`src/rtl/pong_goal_scorer.sv`:
```
`default_nettype none
// ============================================================================
// Module      : pong_goal_scorer
// Description : Per-frame goal detector and score sequencer for pong. Emits
//               per-player score strobes, tracks saturating scores and runs
//               the serve / hold-off / game-over sequence.
//               Optional feature macro: AUTO_SERVE_EN (re-serve on hold-off
//               expiry instead of waiting for a serve button edge).
// Revision    : 1.0 - initial release
// ============================================================================
module pong_goal_scorer #(
    parameter int X_WIDTH        = 10,
    parameter int LEFT_GOAL_X    = 0,
    parameter int RIGHT_GOAL_X   = 639,
    parameter int PULSE_CYCLES   = 4,
    parameter int HOLDOFF_FRAMES = 60,
    parameter int MAX_SCORE      = 5
) (
    input  logic               cloco,
    input  logic               rset,
    input  logic               frame_tick,
    input  logic               ball_valid,
    input  logic [X_WIDTH-1:0] ball_x,
    input  logic               serve_btn,
    output logic               scr_l,
    output logic               scr_r,
    output logic               serve,
    output logic               serve_dir,
    output logic [2:0]         score_l,
    output logic [2:0]         score_r,
    output logic               game_over,
    output logic               winner
);

    localparam logic [2:0] c_IDLE    = 3'd0;
    localparam logic [2:0] c_PLAY    = 3'd1;
    localparam logic [2:0] c_PULSE   = 3'd2;
    localparam logic [2:0] c_HOLDOFF = 3'd3;
    localparam logic [2:0] c_OVER    = 3'd4;

    localparam int c_PW = (PULSE_CYCLES > 1) ? $clog2(PULSE_CYCLES) : 1;
    localparam int c_HW = (HOLDOFF_FRAMES > 1) ? $clog2(HOLDOFF_FRAMES) : 1;

    localparam logic [c_PW-1:0]    c_PLAST   = c_PW'(PULSE_CYCLES - 1);
    localparam logic [c_PW-1:0]    c_PONE    = c_PW'(1);
    localparam logic [c_HW-1:0]    c_HLAST   = c_HW'((HOLDOFF_FRAMES > 0) ? HOLDOFF_FRAMES - 1 : 0);
    localparam logic [c_HW-1:0]    c_HONE    = c_HW'(1);
    localparam logic [X_WIDTH-1:0] c_LEFT_X  = X_WIDTH'(LEFT_GOAL_X);
    localparam logic [X_WIDTH-1:0] c_RIGHT_X = X_WIDTH'(RIGHT_GOAL_X);
    localparam logic [2:0]         c_MAX     = 3'(MAX_SCORE);

    logic [2:0]      r_state;
    logic [2:0]      w_state_nxt;
    logic            r_btn_q;
    logic            r_serve;
    logic            r_serve_dir;
    logic            r_scorer;      // 0 = left player scored, 1 = right player scored
    logic [2:0]      r_score_l;
    logic [2:0]      r_score_r;
    logic [c_PW-1:0] r_pcnt;
    logic [c_HW-1:0] r_hcnt;

    logic            w_btn_rise;
    logic            w_hit_left;
    logic            w_hit_right;
    logic            w_goal;
    logic            w_pulse_done;
    logic            w_hold_done;
    logic            w_serve_set;
    logic [2:0]      w_scorer_score;

    assign w_btn_rise     = serve_btn & ~r_btn_q;
    assign w_hit_left     = (ball_x <= c_LEFT_X);
    assign w_hit_right    = (ball_x >= c_RIGHT_X);
    assign w_goal         = frame_tick & ball_valid & (w_hit_left | w_hit_right);
    assign w_pulse_done   = (r_pcnt == c_PLAST);
    assign w_scorer_score = r_scorer ? r_score_r : r_score_l;

    // A zero-length hold-off expires on its first cycle regardless of frame_tick.
    always_comb begin
        w_hold_done = 1'b0;
        if (HOLDOFF_FRAMES == 0) begin
            w_hold_done = 1'b1;
        end else begin
            w_hold_done = frame_tick && (r_hcnt == c_HLAST);
        end
    end

    always_ff @(posedge cloco or posedge rset) begin
        if (rset) begin
            r_state <= c_IDLE;
        end else begin
            r_state <= w_state_nxt;
        end
    end

    always_comb begin
        w_state_nxt = r_state;
        w_serve_set = 1'b0;
        case (r_state)
            c_IDLE: begin
                if (w_btn_rise) begin
                    w_state_nxt = c_PLAY;
                    w_serve_set = 1'b1;
                end
            end
            c_PLAY: begin
                if (w_goal) begin
                    w_state_nxt = c_PULSE;
                end
            end
            c_PULSE: begin
                if (w_pulse_done) begin
                    w_state_nxt = (w_scorer_score >= c_MAX) ? c_OVER : c_HOLDOFF;
                end
            end
            c_HOLDOFF: begin
                if (w_hold_done) begin
`ifdef AUTO_SERVE_EN
                    w_state_nxt = c_PLAY;
                    w_serve_set = 1'b1;
`else
                    w_state_nxt = c_IDLE;
`endif
                end
            end
            c_OVER: begin
                w_state_nxt = c_OVER;
            end
            default: begin
                w_state_nxt = c_IDLE;
            end
        endcase
    end

    always_ff @(posedge cloco or posedge rset) begin
        if (rset) begin
            r_btn_q     <= 1'b0;
            r_serve     <= 1'b0;
            r_serve_dir <= 1'b0;
            r_scorer    <= 1'b0;
            r_score_l   <= 3'd0;
            r_score_r   <= 3'd0;
            r_pcnt      <= '0;
            r_hcnt      <= '0;
        end else begin
            r_btn_q <= serve_btn;
            r_serve <= w_serve_set;

            // Left-wall test has priority if both goal windows overlap.
            if ((r_state == c_PLAY) && w_goal) begin
                r_pcnt <= '0;
                if (w_hit_left) begin
                    r_scorer    <= 1'b1;
                    r_serve_dir <= 1'b0;
                    if (r_score_r < c_MAX) begin
                        r_score_r <= r_score_r + 3'd1;
                    end
                end else begin
                    r_scorer    <= 1'b0;
                    r_serve_dir <= 1'b1;
                    if (r_score_l < c_MAX) begin
                        r_score_l <= r_score_l + 3'd1;
                    end
                end
            end else if ((r_state == c_PULSE) && !w_pulse_done) begin
                r_pcnt <= r_pcnt + c_PONE;
            end

            if (r_state != c_HOLDOFF) begin
                r_hcnt <= '0;
            end else if (frame_tick && !w_hold_done) begin
                r_hcnt <= r_hcnt + c_HONE;
            end
        end
    end

    always_comb begin
        scr_l     = (r_state == c_PULSE) && !r_scorer;
        scr_r     = (r_state == c_PULSE) && r_scorer;
        serve     = r_serve;
        serve_dir = r_serve_dir;
        score_l   = r_score_l;
        score_r   = r_score_r;
        game_over = (r_state == c_OVER);
        winner    = (r_state == c_OVER) && r_scorer;
    end

endmodule
`default_nettype wire

```
`config.mk`:
```
export PLATFORM = sky130hd
export DESIGN_NAME = pong_goal_scorer
export DESIGN_NICKNAME = d
export VERILOG_FILES = /design/src/rtl/pong_goal_scorer.sv
export SDC_FILE = /design/constraint.sdc
export NUM_CORES = 1
export LEC_CHECK = 0
export CELL_PAD_IN_SITES_DETAIL_PLACEMENT = 2
export CELL_PAD_IN_SITES_GLOBAL_PLACEMENT = 2
export CORE_ASPECT_RATIO = 1.1
export CORE_MARGIN = 4
export CORE_UTILIZATION = 30
export CTS_CLUSTER_SIZE = 28
export DETAILED_ROUTE_END_ITERATION = 7
export HOLD_SLACK_MARGIN = 0.05
export PLACE_DENSITY_LB_ADDON = 0.1
export SYNTH_ARGS = -nofsm -noshare
export SYNTH_HDL_FRONTEND = slang
export SYNTH_SLANG_ARGS = --single-unit
```
`constraint.sdc`:
```
create_clock -name cloco -period 1.7 [get_ports cloco]
set_input_delay 0.425 -clock cloco [delete_from_list [all_inputs] [get_ports cloco]]
set_output_delay 0.425 -clock cloco [all_outputs]
set_load 0.02 [all_outputs]
```
**Word-level counts from Yosys, hierarchy flattened**

Cells that the tools add are included.

- $lt $le $gt $ge: 5
- Muxes and demuxes: 15
- Bitwise operators: 6
- Eq/ne operators: 11
- Add/sub/neg operators: 4
- Reductions and logical operators: 16

Operators with widths:

| operator | count |
|---|---|
| $mux W3 | 6 |
| $pmux W3 S5 | 1 |
| $mux W6 | 2 |
| $ge A10 B10 Y1 const B | 1 |
| $le A10 B1 Y1 const B | 1 |
| $ne A2 B2 Y1 const B | 4 |
| $logic_and A1 B1 Y1 | 7 |
| $add A3 B1 Y3 const B | 2 |
| $add A6 B1 Y6 const B | 1 |
| $eq A3 B2 Y1 const B | 2 |
| $eq A6 B6 Y1 const B | 1 |
| $lt A3 B3 Y1 const B | 2 |
| $reduce_and A3 Y1 | 2 |
| $mux W1 | 4 |
| $mux W2 | 2 |
| $reduce_and A4 Y1 | 1 |
| $reduce_bool A2 Y1 | 2 |
| $and A1 B1 Y1 | 3 |
| $eq A3 B1 Y1 const B | 1 |
| $eq A3 B3 Y1 const B | 1 |
| $ge A3 B3 Y1 const B | 1 |
| $logic_not A1 Y1 | 3 |
| $logic_not A3 Y1 | 1 |
| $ne A3 B2 Y1 const B | 1 |
| 4 further kinds | 5 |

- Output and inout bits: 12
- Word-level logic and storage cells: 66
- Register bits: 21
- Input port bits: 15

**Logic depth before layout (Yosys ltp)**

Gate-level depths: netlist of the first run.

- Depth after elaboration: 6
- Depth in mapped cells: 5
- Gate-level depth less buffers: 5

**Worst setup path after synthesis of the first run**

Ideal clock, no wire load.

- Kind: register to output
- Start point: reg r_state[1]
- End point: out winner
- Stages on the path, launching flop included: 4
- Setup slack: -0.242 ns
- Arrival: 1.517 ns
- Data required time: 1.275 ns
- Buffers on the path: 1
- Cells stage by stage: dfrtp_1 -> clkbuf_1 -> nor3b_1 -> and2_1

- Word-level cells in the longest chain between the ends: 2

RTL lines:

| what | line | text |
|---|---|---|
| from (decl) | 52 | `logic [2:0] r_state;` |
| from (signal assigned) | 91 | `r_state <= c_IDLE;` |
| from (signal assigned) | 93 | `r_state <= w_state_nxt;` |
| $eq A3 B3 Y1 | - |  |
| named net game_over | 31 | `output logic game_over,` |
| $logic_and A1 B1 Y1 | 186 | `winner = (r_state == c_OVER) && r_scorer;` |
| to (decl) | 32 | `output logic winner` |

The timed path passes the listed nets, and every way through them passes these cells.

**Worst setup path in the final report of the first run**

- Start point: reg r_state[1]
- End point: reg r_score_r[2], in the netlist score_r[2]

- Word-level cells in the longest chain between the ends: 3

RTL lines:

| what | line | text |
|---|---|---|
| $eq A3 B1 Y1 | 151 | `if ((r_state == c_PLAY) && w_goal) begin` |
| $logic_and A1 B1 Y1 | 151 |  |
| $reduce_and A3 Y1 (no source line) | - |  |
| to (signal assigned) | 157 | `r_score_r <= r_score_r + 3'd1;` |
| to (decl) | 59 | `logic [2:0] r_score_r;` |

No other way between the ends.
A chain may end at the register's enable or synchronous reset.

==> results of run 1 <==
## worst max-delay path: cells and delay by family, from the launching register on
family / cells / cell delay [ns]
buffers and inverters: 2 / 0.30
muxes: 1 / 0.30
and+or+nand+nor: 3 / 0.65
DFF: 1 / 0.41
## metrics by stage
step                util, %  std cells  worst slack [ns]  hold slack [ns]  total power [mW]
floorplan                 -        122          -0.00362            0.402              1.27
global placement       43.9        213            -0.498            0.492              1.63
detailed placement     43.9        213            -0.543            0.510              1.69
CTS                    48.5        226           -0.0655            0.517              2.19
global route           50.9        230            -0.114            0.541              2.52
finish                 50.9        230           -0.0713            0.495              2.38
## power breakdown
group	internal [mW]	switching, mW	leakage, nW
Sequential	0.617	0.131	0.274
Clock	0.167	0.178	0.0228
Combinational	0.616	0.673	0.556
## logic make-up after synthesis
| group | count (synthesis) |
|---|---|
| multiplexers | 3 |
| XOR/XNOR | 5 |
| flip-flops | 21 |
| buffers and inverters | 7 |
| adder cells (fa/ha/maj) | 4 |
| AND/OR/NAND/NOR | 57 |
| AO/OA/AOI/OAI | 25 |
## worst max-delay path by stage
stage / slack, ns / to
global placement: -0.50 / r_state[0]
finish: -0.07 / score_r[2]
CTS: -0.07 / scr_l
detailed placement: -0.54 / r_state[0]
floorplan: -0.004 / score_r[2]
global route: -0.11 / score_r[2]
## timing repair
| item | in CTS | in global routing |
|---|---|---|
| gates resized for setup | 58 | 28 |
| endpoints found under the setup margin | 19 | 18 |
| pin swaps | 11 | 9 |
| gates cloned | 0 | 0 |
| setup buffers | 9 | 4 |
## sequential cells by signal, summed over array words and instances, names as in the netlist
| signal | count |
|---|---|
| r_btn_q | 1 |
| r_hcnt | 6 |
| r_pcnt | 2 |
| r_scorer | 1 |
| r_state | 3 |
| score_l | 3 |
| score_r | 3 |
| serve | 1 |
| serve_dir | 1 |
## layout make-up
cell class	count	area [sq um]
Clock buffer	4	45.0
Fill cell	407	1840
Inverter	5	18.8
Multi-Input combinational cell	94	777
Sequential cell	21	526
Tap cell	50	62.6
Timing Repair Buffer	56	477
## placed cells by master (no fill, tap or decap), types with 2 or more instances in the layout
cell and instances:
nand3_1 4, or4_4 2, clkdlybuf4s50_1 8, nor2_4 3, nor2_1 10, buf_4 26, ha_1 4, nand2b_1 3
and2_4 2, clkbuf_8 3, or3b_4 2, a31oi_1 4, nand4_1 4, buf_6 9, dfrtp_1 21, nand2_1 11
inv_1 5, xor2_1 4, a32o_1 2, dlymetal6s2s_1 2, o21ai_0 3, nand3_2 2, dlygate4sd2_1 4, clkbuf_2 6
a21oi_2 2
## layer usage
| metal | global-route usage, % | vias to the layer above |
|---|---|---|
| met1 | 23.3 | 625 |
| met2 | 33.0 | 36 |
| met3 | 1.66 | 6 |
| li1 | - | 565 |
| met4 | 6.18 | 0 |
| met5 | 0 | - |
==> results.cfg, run 1 <==
[outcome]
status = finished with violations
failed_checks = setup timing

[route]
dr_wl_met2_um = 2580
met3_length_um = 166
ant_nets = 0
wl_per_cell_um = 21.2
via_per_inst = 5.36
top_layer = met4
first_pass_iters = 4
drc = 0
drtIter0Drc = 67
drt-total-wl_um = 4870
met1_length_um = 2050
dr_total_vias = 1232

[synthesis]
synthXorXnorAreaFrac_pct = 3.66
syn_area_per_cell_sq_um = 9.79
netlist_top_cells_count = 21 x dfrtp_1, 13 x nor2_1, 11 x nand2_1, 6 x a31oi_1
syn-num-nets = 141
synthMuxAreaShare_pct = 3.04
synthFlopType = dfrtp_1
syn_inst = 122
ys_seq_elements = 21
synth-edff-count = 0
synthTopCellsByArea = dfrtp_1 44%, ha_1 4.2%, nor2_1 4.1%
synth_compound_area_share_pct = 14.8
synthAdderAreaFrac_pct = 4.19
async_flop_share_pct = 100
yosys.cell_types.count = 48
synth.top_cell.area_share_pct = 44.0
synth_top_family_by_area = simple AND/OR/NAND/NOR gates
netlist_area_sq_mm = 0.00119
yosysWarnings = 0
yosys.area_share.simple_pct = 27.9
synth_area_leader_cell = dfrtp_1
synth_seq_area_share_pct = 44.0
synth.most_common_cell = dfrtp_1

[die]
core_sq_mm = 0.00374
fp.dieH_um = 74.2
ios = 27
die_w_um = 68.2
fp-row-count = 23
initial_utilization_pct = 31.9
die_area_sq_mm = 0.00506

[cts]
htree_levels = 1
ctsHoldBuffers = 0
clk_latency_ns = 0.27
clockRootBuffer = clkbuf_8
cts_tree = built
cts.clk_slew.worst_paths_ns = 0.08
cts_buffer_depth = 2
cts-buffers-inserted = 3
cts.sinks = 21

[worst_setup_path]
worstPathRequired_ns = 1.85
crit_type = reg2reg
critical_path_arrival_ns = 1.92
end_kind = flop
cp_max_fo = 7
max_stage_delay_ns = 0.43
r2r-end = score_r[2]
worstPathCellList = buf_6, or3b_4, nor2_4, buf_6, nand3_2, mux2_4
rr_startpoint = r_state[1]
cp_common_cell = buf_6
startpoint_type = flop
crit_path_top_delay_cell = or3b_4
r2r_setup_slack_ns = -0.07
rr_worst_depth = 6
startpoint = r_state[1]

[run]
max_cap_viol_count = 0

[timing]
rsz0062_at_grt = yes
fin_crit_sh_pct = 104
drv_slew = 0
fmax_mhz = 565
setup_slack_ns = -0.0713
tns_ns = -0.225
hold_viol_final = 0
setup_viol = 7
min_period_ns = 1.77
worst_slew_pin_slew_ns = 0.406
fin_skew_ns = 0.00616
maxSlewHeadroom_pct = 72.6

[worst_hold_path]
hold_path.class = in2async

[grt]
grt_pass1_wl_um = 6940
overflow = 0
grt_usage_pct = 18.5
grt_pass1_vias = 1377
grt_max_degree = 22
antenna_found_initial = 0

[placed_design]
numPortBuffers = 26
gp_congestion = 0.780
place_area_sq_mm = 0.00164
dp_hpwl_um = 2720

[finish]
fin_nets = 200
final_cell_area_sq_mm = 0.00191
drive_gt1_share_pct = 39.4
syn_to_final_growth_pct = 59.5
antennaDiodeCount = 0

[pwr]
leakage_nw = 0.853
powerDensity_mw_per_mm2 = 1250
vdd_drop_max_mv = 0.532
No activity file was read; power rests on OpenSTA's default activity.
==> inputs of run 2 (changes only) <==
Settings changed: CORE_ASPECT_RATIO 1.1 to 0.6, GPL_ROUTABILITY_DRIVEN set to 0.
==> results.cfg, run 2 (same netlist as run 1, synthesis figures left out) <==
[die]
ios = 27
die_area_sq_mm = 0.00509
die_w_um = 89.5
initial_utilization_pct = 31.9
core_sq_mm = 0.00374
fp.dieH_um = 56.9
fp-row-count = 17

[route]
via_per_inst = 5.47
drc = 0
ant_nets = 0
wl_per_cell_um = 20.1
drt-total-wl_um = 4290
first_pass_iters = 4
dr_total_vias = 1171
drtIter0Drc = 39

[grt]
grt_max_degree = 22
grt_pass1_wl_um = 6600
overflow = 0
grt_pass1_vias = 1295
grt_usage_pct = 17.4
antenna_found_initial = 0

[timing]
fin_crit_sh_pct = 105
rsz0062_at_grt = yes
hold_viol_final = 0
min_period_ns = 1.78
hold_ws_ns = 0.491
maxSlewHeadroom_pct = 66.9
setup_viol = 5
drv_slew = 0
fmax_mhz = 560
setup_slack_ns = -0.0842
worst_slew_pin_slew_ns = 0.493
fin_skew_ns = 0.00241

[cts]
cts_tree = built
cts-buffers-inserted = 3
cts_buffer_depth = 2
htree_levels = 1
cts.sinks = 21
cts.clk_slew.worst_paths_ns = 0.08
clk_latency_ns = 0.27
ctsHoldBuffers = 0
clockRootBuffer = clkbuf_8

[worst_setup_path]
startpoint_type = flop
r2r_setup_slack_ns = -0.06
max_stage_delay_ns = 0.45
crit_type = reg2out
r2r-end = score_r[2]
endpoint = scr_l
end_kind = primary output
cp_max_fo = 3
worstPathRequired_ns = 1.27
startpoint = r_state[2]
crit_path_top_delay_cell = or3b_4
worstPathCellList = or3b_4, nor2_4, buf_6
rr_startpoint = r_state[2]
rr_worst_depth = 5
critical_path_arrival_ns = 1.36

[finish]
layout_common_cells = 21 x dfrtp_1, 13 x buf_4, 11 x nor2_1
final_cell_area_sq_mm = 0.00180
fillerInstances = 406
regMostFlops = r_hcnt
drive_gt1_share_pct = 31.7
largest_reg_flops = 6
syn_to_final_growth_pct = 50.3
layout_commonest_cell = dfrtp_1
antennaDiodeCount = 0
fin_nets = 187

[placed_design]
place_area_sq_mm = 0.00161
dp_hpwl_um = 3030
numPortBuffers = 26

[pwr]
powerDensity_mw_per_mm2 = 1250
intPower_mw = 1.32
power_frac_comb_pct = 51.6
leakage_nw = 0.786
seqPwrFrac_pct = 33.0
vdd_drop_max_mv = 0.493
power_switching_share_pct = 41.1
power.share.clock_pct = 15.4
power.switching_uw = 921

[run]
max_cap_viol_count = 0

[outcome]
failed_checks = setup timing
status = finished with violations

[worst_hold_path]
hold_path.class = in2async
run 2: changes by cell type in the layout (fill, tap and decap cells not counted), moves of 2 or more:
cell	change
a32o_1	-2
a32o_2	+2
buf_4	-13
buf_6	-2
clkbuf_2	-6
clkdlybuf4s15_1	+2
dlygate4sd2_1	+4
run 2: power by group through the flow:
stage | registers [mW] | clock network, mW | logic (mW)
floorplan | 0.765 | 0 | 0.503
finish | 0.741 | 0.345 | 1.16
CTS | 0.734 | 0.355 | 1.03
detailed placement | 0.738 | 0 | 0.951
global route | 0.758 | 0.368 | 1.26
global placement | 0.719 | 0 | 0.893
run 2: per-stage QoR:
| stage | total power [mW] | instances | setup slack [ns] | util, % | TNS, ns |
|---|---|---|---|---|---|
| finish | 2.24 | 214 | -0.0842 | 48.0 | -0.263 |
| global placement | 1.61 | 206 | -0.512 | 43.0 | -6.24 |
| global route | 2.39 | 214 | -0.120 | 48.0 | -0.802 |
| detailed placement | 1.69 | 206 | -0.665 | 43.0 | -7.27 |
| CTS | 2.12 | 213 | -0.0839 | 45.6 | -0.190 |
| floorplan | 1.27 | 122 | -0.00362 | - | -0.00362 |
run 2: per-layer routing:
| layer | global-route usage [%] | vias to the layer above | wire (um) | share of wire (%) |
|---|---|---|---|---|
| met4 | 2.55 | 0 | 10 | 0.23 |
| met5 | 0 | - | 0 | 0 |
| li1 | - | 540 | - | - |
| met1 | 23.5 | 589 | 2020 | 47 |
| met3 | 4.55 | 3 | 231 | 5.4 |
| met2 | 28.1 | 39 | 2040 | 47 |
run 2: area by class of cell:
type | instances | area (sq um) | area share, %
clock buffers | 4 | 45.0 | 2.51
inverters | 5 | 18.8 | 1.05
multi-input cells | 95 | 762 | 42.4
flip-flops and latches | 21 | 526 | 29.3
well taps | 47 | 58.8 | 3.28
repair buffers | 42 | 385 | 21.5
run 2: what timing repair did:
item	CTS	global route
gates resized for setup	54	19
setup buffers	2	1
pin swaps	12	5
endpoints found under the setup margin	21	16
cloned	1	0
run 2: how the worst min path moves through the flow:
stage,depth (start not counted),slack [ns],end,start
finish,3,0.49,r_pcnt[0],rset
global route,3,0.53,r_pcnt[0],rset
CTS,3,0.51,r_pcnt[0],rset
detailed placement,2,0.52,serve_dir,serve_dir
global placement,2,0.49,serve_dir,serve_dir
floorplan,1,0.40,r_btn_q,rset
run 2: worst max-delay path: cells and delay by family, from the launching register on:
kind | cells | cell delay [ns]
simple gates | 2 | 0.56
buf+inv | 1 | 0.12
flops | 1 | 0.41
==> inputs of run 3 (changes only) <==
Settings changed: CORE_UTILIZATION 30 to 32, HOLD_SLACK_MARGIN 0.05 to 0.08.
Clock period 1.7 ns to 2.3 ns, I/O delays scaled along.
==> results.cfg, run 3 (same netlist as run 1, synthesis figures left out) <==
[outcome]
status = completed

[timing]
setup_viol = 0
hold_viol_final = 0
worst_slew_pin_slew_ns = 0.590
fin_skew_ns = 0.00330
rsz0062_at_grt = no
setup_slack_ns = 0.0848
tns_ns = 0
maxSlewHeadroom_pct = 60.7
fin_crit_sh_pct = 96.3
drv_slew = 0
fmax_mhz = 451
min_period_ns = 2.22

[worst_setup_path]
critical_path_arrival_ns = 1.64
end_kind = primary output
rr_startpoint = r_state[1]
r2r_setup_slack_ns = 0.48
crit_type = reg2out
crit_path_top_delay_cell = or3b_2
cp_max_fo = 3
max_stage_delay_ns = 0.52
worstPathRequired_ns = 1.73
worstPathCellList = or3b_2, nor2_1, dlygate4sd2_1
rr_worst_depth = 5
startpoint_type = flop
r2r-end = score_r[2]

[die]
initial_utilization_pct = 34.9
die_w_um = 86.9
fp.dieH_um = 55.3
ios = 27
core_sq_mm = 0.00342
fp-row-count = 16
die_area_sq_mm = 0.00481

[grt]
grt_pass1_vias = 1207
antenna_found_initial = 0
overflow = 0
grt_max_degree = 22
grt_pass1_wl_um = 6140
grt_usage_pct = 16.0

[worst_hold_path]
min_to = serve_dir
whs_path_depth = 2
min_from = serve_dir
hold_path.class = reg2reg

[finish]
largest_reg_flops = 6
drive_gt1_share_pct = 13.9
stdcell_count = 203
layout_commonest_cell = clkdlybuf4s50_1
fin_nets = 178
syn_to_final_growth_pct = 34.3
multi_input_area_sq_um = 644
layout_common_cells = 22 x clkdlybuf4s50_1, 21 x dfrtp_1, 13 x nor2_1
regArea_sq_um = 526
fin_util_pct = 46.9
fillerInstances = 369
antennaDiodeCount = 0
regMostFlops = r_hcnt

[route]
first_pass_iters = 4
drt-total-wl_um = 3580
dr_total_vias = 1089
wl_per_cell_um = 17.7
ant_nets = 0
via_per_inst = 5.36
drc = 0
drtIter0Drc = 39

[cts]
cts-buffers-inserted = 3
htree_levels = 1
postCtsSetupBuffers = 0
ctsHoldBuffers = 0
cts_buffer_depth = 2
clk_latency_ns = 0.26
cts.clk_slew.worst_paths_ns = 0.08
cts_tree = built
cts.sinks = 21
clockRootBuffer = clkbuf_8

[placed_design]
numPortBuffers = 26
dp_hpwl_um = 2840
dp.cells = 199
dp_slack_ns = -0.106

[pwr]
leakage_nw = 0.684
seqPwrFrac_pct = 37.3
power_frac_comb_pct = 45.9
power_switching_share_pct = 39.4
powerDensity_mw_per_mm2 = 901
power.switching_uw = 569
vdd_drop_max_mv = 0.412
power.share.clock_pct = 16.8
intPower_uw = 877

[run]
max_cap_viol_count = 0
## run 3: worst max-delay path: cells and delay by family, from the launching register on
kind / cells / cell delay, ns
buf+inv: 1 / 0.34
flops: 1 / 0.39
simple gates: 2 / 0.65
## run 3: worst max-delay path by stage
stage	startpoint	to	slack (ns)	cells past startpoint
floorplan	r_state[1]	winner	0.21	3
global placement	ball_x[1]	score_r[2]	-0.04	5
detailed placement	ball_x[1]	score_r[2]	-0.11	5
CTS	r_state[2]	scr_l	0.06	3
global route	r_state[1]	scr_l	0.007	3
finish	r_state[2]	scr_l	0.08	3
## run 3: layout make-up
cell class                      count  area share (%)
Multi-Input combinational cell     94            40.1
Sequential cell                    21            32.7
Timing Repair Buffer               34            19.6
Tap cell                           45            3.51
Clock buffer                        4            2.81
Inverter                            5            1.17
## run 3: what timing repair did
item | in CTS | in global routing
endpoints found under the setup margin | 4 | 1
pin swaps | 0 | 0
resized for setup | 4 | 1
## run 3: stage by stage
| stage | area (sq um) | hold slack [ns] | total power [mW] |
|---|---|---|---|
| 2_1_floorplan | 1190 | 0.488 | 0.934 |
| 3_3_place_gp | 1560 | 0.491 | 1.17 |
| 3_5_place_dp | 1560 | 0.506 | 1.21 |
| 4_1_cts | 1600 | 0.528 | 1.46 |
| 5_1_grt | 1610 | 0.584 | 1.57 |
| 6_report | 1610 | 0.518 | 1.45 |
## run 3: layer usage
metal | up-vias | wire, um | GRT usage, %
li1 | 524 | - | -
met1 | 547 | 1810 | 23.2
met2 | 16 | 1640 | 24.5
met3 | 2 | 131 | 3.71
met4 | 0 | 8 | 2.00
met5 | - | 0 | 0
## run 3: power by group through the flow
stage               combinational [mW]  sequential (mW)  clock, mW
detailed placement               0.666            0.546          0
global route                     0.738            0.557      0.270
floorplan                        0.368            0.565          0
finish                           0.664            0.539      0.244
CTS                              0.671            0.539      0.253
global placement                 0.637            0.535          0
